===== src/rtl/lcd_pkg.sv =====
// Types and default geometry shared by the lcd panel controller and its pixel feed.
package lcd_pkg;

    localparam int LCD_H_ACT = 320;
    localparam int LCD_V_ACT = 240;
    localparam int CNT_W     = 12;

    typedef struct packed {
        logic [3:0] r;
        logic [3:0] g;
        logic [3:0] b;
    } rgb444_t;

    typedef enum logic [1:0] {
        IDLE,
        ACTIVE,
        DONE
    } feed_st_t;

    // Bar 0 is white: the bar index is inverted before picking the primaries.
    function automatic rgb444_t bar_colour(input logic [2:0] idx);
        rgb444_t    c;
        logic [2:0] sel;
        sel = ~idx;
        c.r = {4{sel[2]}};
        c.g = {4{sel[1]}};
        c.b = {4{sel[0]}};
        return c;
    endfunction

endpackage


===== src/rtl/lcd_feed_fifo.sv =====
// Synchronous pixel FIFO with flush; pointers carry a wrap bit to tell full from empty.
module lcd_feed_fifo
    import lcd_pkg::*;
#(
    parameter int AW = 5
) (
    input  logic    clk,
    input  logic    rst,
    input  logic    flush,
    input  logic    push,
    input  logic    pop,
    input  rgb444_t wdata,
    output rgb444_t rdata,
    output logic    full,
    output logic    empty
);

    logic [AW:0] wr_ptr;
    logic [AW:0] rd_ptr;
    rgb444_t     mem [2**AW];
    logic        do_push;
    logic        do_pop;

    assign empty = (wr_ptr == rd_ptr);
    assign full  = (wr_ptr[AW] != rd_ptr[AW]) && (wr_ptr[AW-1:0] == rd_ptr[AW-1:0]);

    // A pop in the same cycle frees the slot, so a push into a full FIFO still lands.
    assign do_pop  = pop && !empty && !flush;
    assign do_push = push && (!full || do_pop) && !flush;
    assign rdata   = mem[rd_ptr[AW-1:0]];

    always_ff @(posedge clk) begin
        if (rst || flush) begin
            wr_ptr <= '0;
            rd_ptr <= '0;
        end else begin
            if (do_push) wr_ptr <= wr_ptr + 1'b1;
            if (do_pop)  rd_ptr <= rd_ptr + 1'b1;
        end
    end

    always_ff @(posedge clk) begin
        if (do_push) mem[wr_ptr[AW-1:0]] <= wdata;
    end

endmodule


===== src/rtl/lcd_feed.sv =====
// Crops a window from the RGB444 video stream and feeds it to lcd through a FIFO.
// Optional colour-bar generator: define LCD_FEED_TESTPAT_EN.
module lcd_feed
    import lcd_pkg::*;
#(
    parameter int H_ACT   = LCD_H_ACT,
    parameter int V_ACT   = LCD_V_ACT,
    parameter int H_OFF   = 0,
    parameter int V_OFF   = 0,
    parameter int FIFO_AW = 5
) (
    input  logic       clk,
    input  logic       rst,
    input  logic       vid_vs,
    input  logic       vid_hs,
    input  logic       vid_de,
    input  logic [3:0] vid_r,
    input  logic [3:0] vid_g,
    input  logic [3:0] vid_b,
    input  logic       tpat,
    output logic       sof,
    output logic [3:0] r,
    output logic [3:0] g,
    output logic [3:0] b,
    output logic       pix_vld,
    input  logic       pix_req,
    output logic       ovf,
    output logic       udf
);

    localparam int TOTAL = H_ACT * V_ACT;
    localparam int PW    = $clog2(TOTAL + 1);

    localparam logic [CNT_W-1:0] X_LO   = CNT_W'(H_OFF);
    localparam logic [CNT_W-1:0] Y_LO   = CNT_W'(V_OFF);
    localparam logic [CNT_W-1:0] X_SPAN = CNT_W'(H_ACT);
    localparam logic [CNT_W-1:0] Y_SPAN = CNT_W'(V_ACT);
    localparam logic [PW-1:0]    PIX_TOTAL = PW'(TOTAL);

    feed_st_t         state;
    feed_st_t         state_nxt;
    logic             vs_q, hs_q, vs_rise, hs_rise;
    logic [CNT_W-1:0] xcnt, ycnt, x_rel, y_rel;
    logic [PW-1:0]    pcnt;
    logic             in_win, capture, restart, accept;
    logic             push_q, fifo_pop, fifo_full, fifo_empty;
    rgb444_t          pix_in, pix_q, head, hold, pix_out;

    // Sync history is not reset so a sync held high across reset is not taken as a new edge.
    always_ff @(posedge clk) begin
        vs_q <= vid_vs;
        hs_q <= vid_hs;
    end

    assign vs_rise = vid_vs & ~vs_q;
    assign hs_rise = vid_hs & ~hs_q;

    always_ff @(posedge clk) begin
        if (rst) begin
            xcnt <= '0;
            ycnt <= '0;
        end else begin
            if (hs_rise)                  xcnt <= '0;
            else if (vid_de && xcnt != '1) xcnt <= xcnt + 1'b1;
            if (vs_rise)                  ycnt <= '0;
            else if (hs_rise && ycnt != '1) ycnt <= ycnt + 1'b1;
        end
    end

    // Offsets below the window wrap to large values, so one compare per axis suffices.
    assign x_rel  = xcnt - X_LO;
    assign y_rel  = ycnt - Y_LO;
    assign in_win = vid_de && (x_rel < X_SPAN) && (y_rel < Y_SPAN);
    assign accept = capture && in_win && (pcnt != PIX_TOTAL);

    always_ff @(posedge clk) begin
        if (rst) state <= IDLE;
        else     state <= state_nxt;
    end

    always_comb begin
        state_nxt = state;
        case (state)
            IDLE:    if (vs_rise) state_nxt = ACTIVE;
            ACTIVE:  if (vs_rise) state_nxt = ACTIVE;
                     else if (pcnt == PIX_TOTAL) state_nxt = DONE;
            DONE:    if (vs_rise) state_nxt = ACTIVE;
            default: state_nxt = IDLE;
        endcase
    end

    always_comb begin
        capture = 1'b0;
        restart = 1'b0;
        case (state)
            ACTIVE: begin
                capture = 1'b1;
                restart = vs_rise;
            end
            DONE:    restart = vs_rise;
            default: ;
        endcase
    end

`ifdef LCD_FEED_TESTPAT_EN
    localparam int BAR_W = (H_ACT >= 8) ? H_ACT / 8 : 1;
    always_comb begin
        pix_in = '{r: vid_r, g: vid_g, b: vid_b};
        if (tpat) pix_in = bar_colour(3'(x_rel / CNT_W'(BAR_W)));
    end
`else
    logic tpat_unused;
    assign tpat_unused = tpat;
    assign pix_in      = '{r: vid_r, g: vid_g, b: vid_b};
`endif

    // pcnt counts accepted pixels, including ones later dropped, so frame length is fixed.
    always_ff @(posedge clk) begin
        if (rst) begin
            pcnt   <= '0;
            push_q <= 1'b0;
            pix_q  <= '0;
            sof    <= 1'b0;
        end else begin
            if (vs_rise)     pcnt <= '0;
            else if (accept) pcnt <= pcnt + 1'b1;
            push_q <= accept;
            if (accept) pix_q <= pix_in;
            sof <= vs_rise;
        end
    end

    assign fifo_pop = pix_req & ~fifo_empty;

    lcd_feed_fifo #(
        .AW (FIFO_AW)
    ) u_fifo (
        .clk   (clk),
        .rst   (rst),
        .flush (restart),
        .push  (push_q),
        .pop   (fifo_pop),
        .wdata (pix_q),
        .rdata (head),
        .full  (fifo_full),
        .empty (fifo_empty)
    );

    always_ff @(posedge clk) begin
        if (rst || restart) begin
            ovf <= 1'b0;
            udf <= 1'b0;
        end else begin
            if (push_q && fifo_full && !fifo_pop) ovf <= 1'b1;
            if (pix_req && fifo_empty)            udf <= 1'b1;
        end
    end

    // Remember the last head so r/g/b stay steady while the FIFO is empty.
    always_ff @(posedge clk) begin
        if (rst)              hold <= '0;
        else if (!fifo_empty) hold <= head;
    end

    assign pix_out = fifo_empty ? hold : head;
    assign pix_vld = ~fifo_empty;
    assign r       = pix_out.r;
    assign g       = pix_out.g;
    assign b       = pix_out.b;

endmodule


===== config.mk =====
export PLATFORM = sky130hd
export DESIGN_NAME = lcd_feed
export DESIGN_NICKNAME = d
export VERILOG_FILES = /design/src/rtl/lcd_pkg.sv /design/src/rtl/lcd_feed_fifo.sv /design/src/rtl/lcd_feed.sv
export SDC_FILE = /design/constraint.sdc
export NUM_CORES = 1
export LEC_CHECK = 0
export BUFFER_PORTS_ARGS = -buffer_cell sky130_fd_sc_hd__buf_2
export CAP_MARGIN = 25
export CORE_ASPECT_RATIO = 0.6
export CORE_MARGIN = 2
export CORE_UTILIZATION = 50
export CTS_BUF_LIST = sky130_fd_sc_hd__clkbuf_4 sky130_fd_sc_hd__clkbuf_8
export DETAILED_ROUTE_END_ITERATION = 6
export PLACE_DENSITY = 0.66
export SETUP_SLACK_MARGIN = 0.02
export SLEW_MARGIN = 5
export SYNTH_ARGS = -nofsm -noshare
export SYNTH_HDL_FRONTEND = slang
export SYNTH_SLANG_ARGS = --single-unit
export TNS_END_PERCENT = 50

===== constraint.sdc =====
create_clock -name clk -period 5.85 [get_ports clk]
set_input_delay 0 -clock clk [delete_from_list [all_inputs] [get_ports clk]]
set_output_delay 0 -clock clk [all_outputs]
set_load 0.01 [all_outputs]

## Word level (Yosys, flattened, before mapping)

Memories as Yosys holds them, arrays and structs flattened. A register that Yosys moved wholly into a read port is not among the register bits.
Index checks and enable logic that the tools add are counted.
Widths: inputs -> output; s select.

- Flip-flop bits (word level): 85
- Memory bits (read-only): 0
- Output and inout bits: 16
- Logic and storage cells: 80
- Memory bits (writable): 384
- Input port bits: 19
- Memories kept: 1
- Latch bits: 0

- Bitwise logic cells: 6
- Equality and inequality tests: 11
- Reductions and logical operators: 26
- Add/subtract/negate cells: 5
- Divide/modulo/power cells: 0
- Magnitude comparators: 2
- $mul: 0
- Mux-type cells: 11
- Shifts and indexed selects: 0

Memory list:

| memory | words | width | rd ports | clocked after memory_dff | write ports | line | text |
|---|---|---|---|---|---|---|---|
| u_fifo.mem | 32 | 12 | 1 | 1 | 1 | lcd_feed_fifo.sv:20 | `rgb444_t mem [2**AW];` |

Operators with widths:

| kind | count |
|---|---|
| $add 12x1->12 const B | 2 |
| $ne 12x12->1 const B | 2 |
| $add 17x1->17 const B | 1 |
| $eq 17x17->1 const B | 1 |
| $ne 17x17->1 const B | 1 |
| $logic_and 1x1->1 | 14 |
| $add 6x1->6 const B | 2 |
| $lt 12x8->1 const B | 1 |
| $lt 12x9->1 const B | 1 |
| $mux 12 | 1 |
| $mux 5 | 2 |
| $reduce_or 2->1 | 4 |
| $eq 6x6->1 | 1 |
| $mux 2 | 3 |
| $eq 5x5->1 | 1 |
| $logic_not 1->1 | 4 |
| $mux 1 | 4 |
| $pmux 2 s2 | 1 |
| $and 1x1->1 | 3 |
| $ne 3x3->1 const B | 1 |
| $not 1->1 | 3 |
| $eq 2x1->1 const B | 1 |
| $eq 2x2->1 const B | 1 |
| $logic_not 2->1 | 1 |
| 4 further kinds | 5 |

## Longest topological paths before layout

Gate-level depths: netlist of run 1.

- Depth after elaboration: 10
- Gate-level depth with buffers: 10
- Gate-level depth less buffers: 7

## Hierarchy

From an unflattened synthesis of run 1, not the netlist that was laid out.

- Cell total of the unflattened synthesis: 1316
- Area total of the unflattened synthesis: 19299.8 um^2

By module, submodules not included:

| module | instances | cells each | area an instance (um^2) | sequential area each (um^2) |
|---|---|---|---|---|
| lcd_feed_fifo | 1 | 942 | 16026.6 | 11871.4 |
| lcd_feed | 1 | 374 | 3273.1 | 1461.4 |

## Worst setup path before layout of run 1

OpenSTA, ideal clock, no wires.

- Kind: reg2reg
- Start: reg state[0]
- End: mem u_fifo.mem[3][0] (netlist bit), enable pin
- Clock period less this slack: 2.771 ns
- Setup time: 0.396 ns
- Slack: 3.079 ns
- Buffers on the path: 0
- Data arrival time: 2.375 ns
- Data required time: 5.454 ns
- Cell stages (with the launch flop): 8
- Path through: dfxtp_1 -> inv_1 -> ha_1 -> nand3b_1 -> and3_1 -> o41ai_1 -> or2_2 -> nor3_1

- Longest elaborated chain between the ends: 10
- Elaborated cells on any way between the ends: 11
- Those cells by class: eq/ne (2); mux (3); reduce/logical (6)

RTL lines:

| what | line | text |
|---|---|---|
| start: declaration | lcd_feed.sv:40 | `feed_st_t state;` |
| start signal: assignment | lcd_feed.sv:78 | `else state <= state_nxt;` |
| $eq 2x2->1 / $eq 2x1->1 (equally long branches) | lcd_feed.sv:95 | `case (state)` |
| $reduce_or 2->1 (no source line) (*) | - |  |
| $mux 1 (*) | lcd_feed.sv:95 |  |
| $logic_not 1->1 (*) | lcd_feed_fifo.sv:28, lcd_feed_fifo.sv:29 |  |
| $logic_and 1x1->1 | lcd_feed_fifo.sv:28 | `assign do_pop = pop && !empty && !flush;` |
| $logic_or 1x1->1 | lcd_feed_fifo.sv:29 | `assign do_push = push && (!full \|\| do_pop) && !flush;` |
| $logic_and 1x1->1 | lcd_feed_fifo.sv:29 |  |
| $logic_and 1x1->1 (*) | lcd_feed_fifo.sv:29 |  |
| $mux 1 (*) | lcd_feed_fifo.sv:43 | `if (do_push) mem[wr_ptr[AW-1:0]] <= wdata;` |
| $mux 1 (implied by the code) (*) | lcd_feed_fifo.sv:43 |  |
| end: declaration | lcd_feed_fifo.sv:20 |  |

Mark *: on every way between the ends. The rest lies on a longest branch, timed or not.

==> results of run 1 <==
==> worst max-delay path, delay by kind of cell (launching register included) <==
family                 cells  cell delay, ps
DFF                        1             700
buffers and inverters      2             600
and+or+nand+nor            2             390
muxes                      3            1330
==> repair_timing <==
item                                   CTS  global route
setup buffers                            0             0
hold buffers                            27             0
endpoints found under the hold margin   43             0
==> per-stage QoR <==
stage	instances	utilization
6_report	1939	0.578
5_1_grt	1939	0.578
3_5_place_dp	1782	0.532
4_1_cts	1934	0.576
2_1_floorplan	1258	-
3_3_place_gp	1777	0.530
==> cells by family after synthesis <==
group | count (synthesis)
mux | 146
simple gates | 354
xor+xnor | 30
fa+ha+maj | 13
buf+inv | 76
flops | 474
compound gates | 165
==> layout by cell type, fill, tap and decap left out, types with 14 or more instances in the layout <==
cell type	Yosys	layout
edfxtp_1	384	384
nor2_1	98	88
dfxtp_1	90	86
clkbuf_8	0	76
mux2i_1	66	66
nand2_1	59	59
mux4_2	53	53
a21oi_1	47	47
nand3_1	37	37
buf_2	15	35
buf_4	8	35
mux2_2	27	27
dlygate4sd3_1	0	27
nor2b_1	27	26
o21ai_0	26	26
clkbuf_4	0	21
nand4_1	20	20
xnor2_1	19	19
a211oi_1	19	19
nor3_1	21	18
a22oi_1	17	17
nor4_1	15	15
or3_1	14	14
==> flip-flops by register name, indices dropped and copies added (netlist names), named ones only <==
name	cells
hold	12
ycnt	12
udf	1
sof	1
pcnt	17
vs_q	1
ovf	1
u_fifo.mem	384
state	2
push_q	1
hs_q	1
u_fifo.rd_ptr	6
pix_q	12
u_fifo.wr_ptr	6
xcnt	12
==> routing by layer <==
metal  vias up  GRT usage  part of all wire
li1       5134          -                 -
met1      5749      0.378              0.48
met2       517      0.317              0.41
met3        72     0.0534             0.092
met4         0     0.0570             0.015
met5         -          0                 0
==> power groups by stage <==
stage                     sequential (W)  clock, W  combinational [W]
after floorplan                  0.00372         0           0.000105
after global placement           0.00372         0           0.000169
after detailed placement         0.00372         0           0.000178
after CTS                        0.00365   0.00272           0.000191
after global routing             0.00365   0.00287           0.000218
final                            0.00365   0.00268           0.000202
==> final timing paths <==
| check | depth (start not counted) | slack, ps | to | from |
|---|---|---|---|---|
| worst max-delay path | 7 | 2000 | b[3] | flip-flop |
| worst min-delay path | 2 | 70 | vs_q | vid_vs |
| worst max register to register | 6 | 2610 | hold[3] | flip-flop |
| worst min register to register | 2 | 470 | udf | udf |
==> cell type report <==
| class | count | area, sq um |
|---|---|---|
| Fill cell | 2970 | 15900 |
| Sequential cell | 474 | 13300 |
| Multi-Input combinational cell | 708 | 5500 |
| Clock buffer | 97 | 1200 |
| Timing Repair Buffer | 106 | 883 |
| Tap cell | 513 | 642 |
| Clock inverter | 28 | 188 |
| Inverter | 13 | 48.8 |
==> metrics, run 1 <==
Die Y-Extent=156 um; most common cell in the synthesized netlist=edfxtp_1; sequential fraction of the synthesis area=0.695; Die Wd=257 um; pre-CTS WS=2690 ps; maxcap violations=0; top cell type by total area after synthesis=edfxtp_1; Clock Latency Late Sink=between 600 and 700 ps; top post-synthesis cells by count=edfxtp_1, nor2_1, dfxtp_1; share of cells above drive strength 1=0.208; Gate power share=0.031; # DRC=2; failing checks=DRC; HPWL Detailed=29100 um; TNS Setup=0 ps; largest net degree at the start of global routing=95; GRT Residual Overflow=0; Avg WL per Cell=~24 um; H-tree depth=3; internal power=0.00513 W; Mapped Cells=~1300; hold_ws=71.3 ps; num rows=55; simple logic cell fraction of the synthesized area=0.0944; Synth area leaders=edfxtp_1, dfxtp_1, mux4_2, mux2i_1, nor2_1; crit path kind=flip-flop to output pin; worst-path maximum fanout=94; Worst EP arrival=3850 ps; Power Total=0.00653 W; clock share of power=0.411; Net Sw Power=around 0.0014 W; first-pass GRT wire length=69100 um; clk_skew=24.2 ps; synthesis-stage register bit count=approximately 470; nets=1404; Hold WC Path Type=input pin to flip-flop; worst vdd ir=0.000211 V; largest family of logic cells by synthesized area=multiplexers; clk sink count=about 470; Mapped Avg Cell Area=15.2 sq um; vias in the first global route=11000; cell area after layout=21800 sq um; Iter 0 DRT Violations=1329; Async SR Flop Fraction=0; CORE AREA=37700 sq um; final worst path period need=3850 ps; n_diodes=0; fmax=259 MHz; Area Overhead vs Synth=13.8%; worst slew pin tran=1130 ps; initial antenna violation count=2; slowest stage cell, crit path=dfxtp_4; Initial Utilization=0.508; Pwr per Cell Area=around 300 nW/um^2; Hold Fails Final Rpt=0; die area=40000 sq um; multiplexer area fraction after synthesis=0.113; top cell type's share of synthesized area=0.601; Routed Antenna Nets=0; CP startpoint kind=flip-flop; Final Setup Violations=0; Post-Synth XOR/XNOR Area=0.0137; CTS root buf=clkbuf_8; Top FF cell, synth=edfxtp_1; DP Area=20100 sq um; RSZ-0062 raised after global routing=no; TritonCTS clock tree=built; Period Utilization, post-route=0.659; Ports=35; Compound-Gate Fraction of Synth Area=0.0557; required time of the worst setup path=between 5000 and 6000 ps; static leakage=6.93 nW; worst-path cell chain=buf_12 > mux4_2 > mux4_2 > mux2_2 > nor2_1 > nor2_1 > buf_2; total vias in the final route=~11000; clk slew on worst S/H paths=60 ps; CP Capture Type=output pin; CP max stage delay=700 ps; IO buf count=33; Synth Cell Area=between 15000 and 20000 sq um; Adder-Cell Fraction of Synth Area=0.00848; switching share of total power=0.214; gpl congestion=0.834; count of cell types in the netlist=55; CTS resizes=0; Mapped Nets=1290; status=finished with violations; total CTS buffers=69; slew margin rel.=0.238; Slew Limit Fails=0; Post-synth EDFFs=~380; first drt pass iteration count=7; Via density=5.92; GRT Overall Usage=0.234; Reg power frac=0.558; maximum buffer depth of the clock tree=3; final WL=approximately 46000 um; PnR worst setup slack=2000 ps; Yosys warnings=0
(Power assumes the default switching activity.)
==> inputs of run 2 (changes only) <==
--- a/config.mk
+++ b/config.mk
@@ -5,6 +5,7 @@
 export SDC_FILE = /design/constraint.sdc
 export NUM_CORES = 1
 export LEC_CHECK = 0
+export ABC_AREA = 1
 export BUFFER_PORTS_ARGS = -buffer_cell sky130_fd_sc_hd__buf_2
 export CAP_MARGIN = 25
 export CORE_ASPECT_RATIO = 0.6
@@ -12,7 +13,7 @@
 export CORE_UTILIZATION = 50
 export CTS_BUF_LIST = sky130_fd_sc_hd__clkbuf_4 sky130_fd_sc_hd__clkbuf_8
 export DETAILED_ROUTE_END_ITERATION = 6
-export PLACE_DENSITY = 0.66
+export PLACE_DENSITY = 0.68
 export SETUP_SLACK_MARGIN = 0.02
 export SLEW_MARGIN = 5
 export SYNTH_ARGS = -nofsm -noshare
==> constraint.sdc (replaced) <==
create_clock -name clk -period 3.31 [get_ports clk]
set_input_delay 0 -clock clk [delete_from_list [all_inputs] [get_ports clk]]
set_output_delay 0 -clock clk [all_outputs]
set_load 0.01 [all_outputs]
==> run 2 against run 1 <==
Compared with the run above: flip-flop and latch count stayed put; worst setup slack lost 1600 ps; register-to-register slack worse by 1800 ps; cell count increased by 46%; final area increased by 6.3%; sequential power rose by 79%; core utilization decreased by 0.83 points; the run now ends clean; critical path depth up 2; via count is 32% higher.
==> metrics, run 2 <==
status=completed (was finished with violations); Mapped Cells=2158 (was 1258); slowest stage cell, crit path=buf_4 (was dfxtp_4); simple logic cell fraction of the synthesized area=0.255 (was 0.0944); CP Capture Type=output pin (unchanged); TritonCTS clock tree=built (unchanged); Routed Antenna Nets=0 (unchanged); maximum buffer depth of the clock tree=3 (unchanged); Post-synth EDFFs=384 (unchanged); Hold WC Path Type=input pin to flip-flop (unchanged); Top delay family on crit path=simple AND/OR/NAND/NOR gates (was multiplexers); Async SR Flop Fraction=0 (unchanged); Slew Limit Fails=0 (unchanged); Worst EP arrival=2910 ps (was 3850 ps); CTS root buf=clkbuf_8 (unchanged); worst-path cell chain=buf_4 > nand2_1 > nand3_1 > nand3_1 > nand3_1 > nand3_1 > nand3_1 > nand2_1 > buf_2 (was buf_12 > mux4_2 > mux4_2 > mux2_2 > nor2_1 > nor2_1 > buf_2); RSZ-0062 raised after global routing=no (unchanged); worst vdd ir=0.000381 V (was 0.000211 V); Die Wd=267 um (was 257 um); Worst R2R Start=state[0]; count of cell types in the netlist=37 (was 55); commonest non-fill, non-tap cell in the layout=nand2_1 (was edfxtp_1); die area=43200 sq um (was 40000 sq um); top post-synthesis cells by count=nand2_1, edfxtp_1, nand3_1 (was edfxtp_1, nor2_1, dfxtp_1); total CTS buffers=71 (was 69); CP max stage delay=670 ps (was 700 ps); Via density=5.36 (was 5.92); HPWL Detailed=30800 um (was 29100 um); final WL=51500 um (was 46200 um); Crit Reg-Reg Endpoint=u_fifo.mem[5][8] (was hold[3]); max FFs per register=384 (unchanged); Avg WL per Cell=18.2 um (was 23.8 um); Worst Hold Launch=vid_b[2] (was vid_vs); TNS Setup=0 ps (unchanged); num rows=57 (was 55); FF-to-FF setup slack=760 ps (was 2610 ps); clk slew on worst S/H paths=60 ps (about the same); Final Setup Violations=0 (unchanged); Synth area leaders=edfxtp_1, nand2_1, dfxtp_1, nand3_1, inv_1 (was edfxtp_1, dfxtp_1, mux4_2, mux2i_1, nor2_1); CP most frequent cell=nand3_1; static leakage=9.37 nW (was 6.93 nW); top cell type's share of synthesized area=0.556 (was 0.601); Mapped Nets=2190 (was 1290); reg2reg path depth=10 (was 6); Compound-Gate Fraction of Synth Area=0.0249 (was 0.0557); most frequent cells in the layout=nand2_1, edfxtp_1, nand3_1, inv_1, nor2_1 (was edfxtp_1, nor2_1, dfxtp_1, clkbuf_8, mux2i_1); worst slew pin tran=875 ps (was 1130 ps); gpl congestion=0.935 (was 0.834); clk_skew=15.6 ps (was 24.2 ps); post-CTS setup buffers=0 (unchanged); Pwr per Cell Area=550 nW/um^2 (was 300 nW/um^2); Mapped Avg Cell Area=9.61 sq um (was 15.2 sq um); synthesis-stage register bit count=474 (unchanged); hold_ws=180 ps (was 71.3 ps); Top FF cell, synth=edfxtp_1 (unchanged); GRT Overall Usage=0.241 (was 0.234); required time of the worst setup path=3310 ps (was 5850 ps); most common cell in the synthesized netlist=nand2_1 (was edfxtp_1); Hold Fails Final Rpt=0 (unchanged); WHS Endpoint=pix_q[2] (was vs_q); CP startpoint kind=flip-flop (unchanged); largest family of logic cells by synthesized area=simple AND/OR/NAND/NOR gates (was multiplexers); GRT Residual Overflow=0 (unchanged); final worst path period need=2910 ps; first-pass GRT wire length=78400 um (was 69100 um); Synth Cell Area=20700 sq um (was 19200 sq um); H-tree depth=3 (unchanged); Initial Utilization=0.510 (was 0.508); clk sink count=474 (unchanged); total vias in the final route=15200 (was 11500); crit path kind=flip-flop to output pin (unchanged); multiplexer area fraction after synthesis=0 (was 0.113); nets=2281 (was 1404); largest net degree at the start of global routing=88 (was 95); maxcap violations=0 (unchanged); Yosys warnings=0 (unchanged); first drt pass iteration count=5 (was 7); Clock Latency Late Sink=620 ps (was 640 ps); n_diodes=0 (unchanged); worst path bufs/invs=2 (unchanged); Ports=35 (unchanged); Iter 0 DRT Violations=2078 (was 1329); CORE AREA=40700 sq um (was 37700 sq um); Post-Synth XOR/XNOR Area=0.00803 (was 0.0137); top cell type by total area after synthesis=edfxtp_1 (unchanged); initial antenna violation count=1 (was 2); Die Y-Extent=162 um (was 156 um); Adder-Cell Fraction of Synth Area=0.00785 (was 0.00848); vias in the first global route=13500 (was 11000); sequential fraction of the synthesis area=0.643 (was 0.695); IO buf count=33 (unchanged); share of cells above drive strength 1=0.105 (was 0.208); slew margin rel.=0.417 (was 0.238); # DRC=0 (was 2); Cells on Worst Hold Path=4 (was 2); Period Utilization, post-route=0.878; Area Overhead vs Synth=11.8% (was 13.8%); final core occ=0.570 (was 0.578); worst-path maximum fanout=77 (was 94); fmax=~340 MHz
-- run 2: per-layer routing --
metal  wire, um  vias to the layer above  GRT usage
met3       5400                       71     0.0550
met4        881                        0     0.0636
met5          0                        -          0
li1           -                     7310          -
met1      24100                     7115      0.384
met2      21200                      677      0.330
-- run 2: how the worst max path moves through the flow --
stage              start           endpoint  depth (start not counted)
2_1_floorplan   state[0]  u_fifo.mem[16][0]                          9
3_3_place_gp    state[0]  u_fifo.mem[0][10]                         10
3_5_place_dp    state[0]   u_fifo.mem[5][8]                         10
4_1_cts        flip-flop               b[0]                          9
5_1_grt        flip-flop               b[0]                          9
6_report       flip-flop               b[0]                          9
-- run 2: final cells by class --
| type | count | area [sq um] |
|---|---|---|
| Sequential cell | 474 | 13300 |
| Clock inverter | 18 | 101 |
| Inverter | 206 | 785 |
| Multi-Input combinational cell | 1383 | 6140 |
| Tap cell | 531 | 664 |
| Timing Repair Buffer | 113 | 863 |
| Clock buffer | 105 | 1280 |
| Fill cell | 3447 | 17500 |
-- run 2: where the power goes --
group          total, W  leakage (nW)  internal [W]  switching [W]
logic           0.00150          4.36      0.000436        0.00107
clock network   0.00472         0.742       0.00255        0.00217
registers       0.00653          4.28       0.00648      0.0000412
-- run 2: what timing repair did --
action	4_1_cts	5_1_grt
hold endpoints to repair	64	0
gates resized for setup	0	0
hold buffers	19	0
-- run 2: worst reg2reg max path, stage by stage (launching register included) --
cell and delay, ps:
dfxtp_1 400, inv_1 100, ha_1 310, nand2_1 300, nand3_4 200, nand2_8 150
nand3_4 100, inv_4 130, nand2_4 150, nor2_1 150, buf_4 260
-- run 2: logic make-up (layout without fill, tap and decap cells) --
group,Yosys count,after routing
AND/OR/NAND/NOR,1250,1250
XOR/XNOR,19,19
AO/OA/AOI/OAI,101,101
adder cells (fa/ha/maj),13,13
flip-flops,474,474
buffers and inverters,301,442
-- run 2: through the flow --
stage / power (W) / instances / setup slack (ps) / instance area (sq um)
finish: 0.0127 / 2830 / 405 / 23200
global route: 0.0133 / 2830 / 251 / 23200
CTS: 0.0128 / 2830 / 408 / 23200
detailed placement: 0.00812 / 2688 / 843 / 21600
global placement: 0.00809 / 2688 / 984 / 21600
floorplan: 0.00766 / 2158 / 967 / 20700
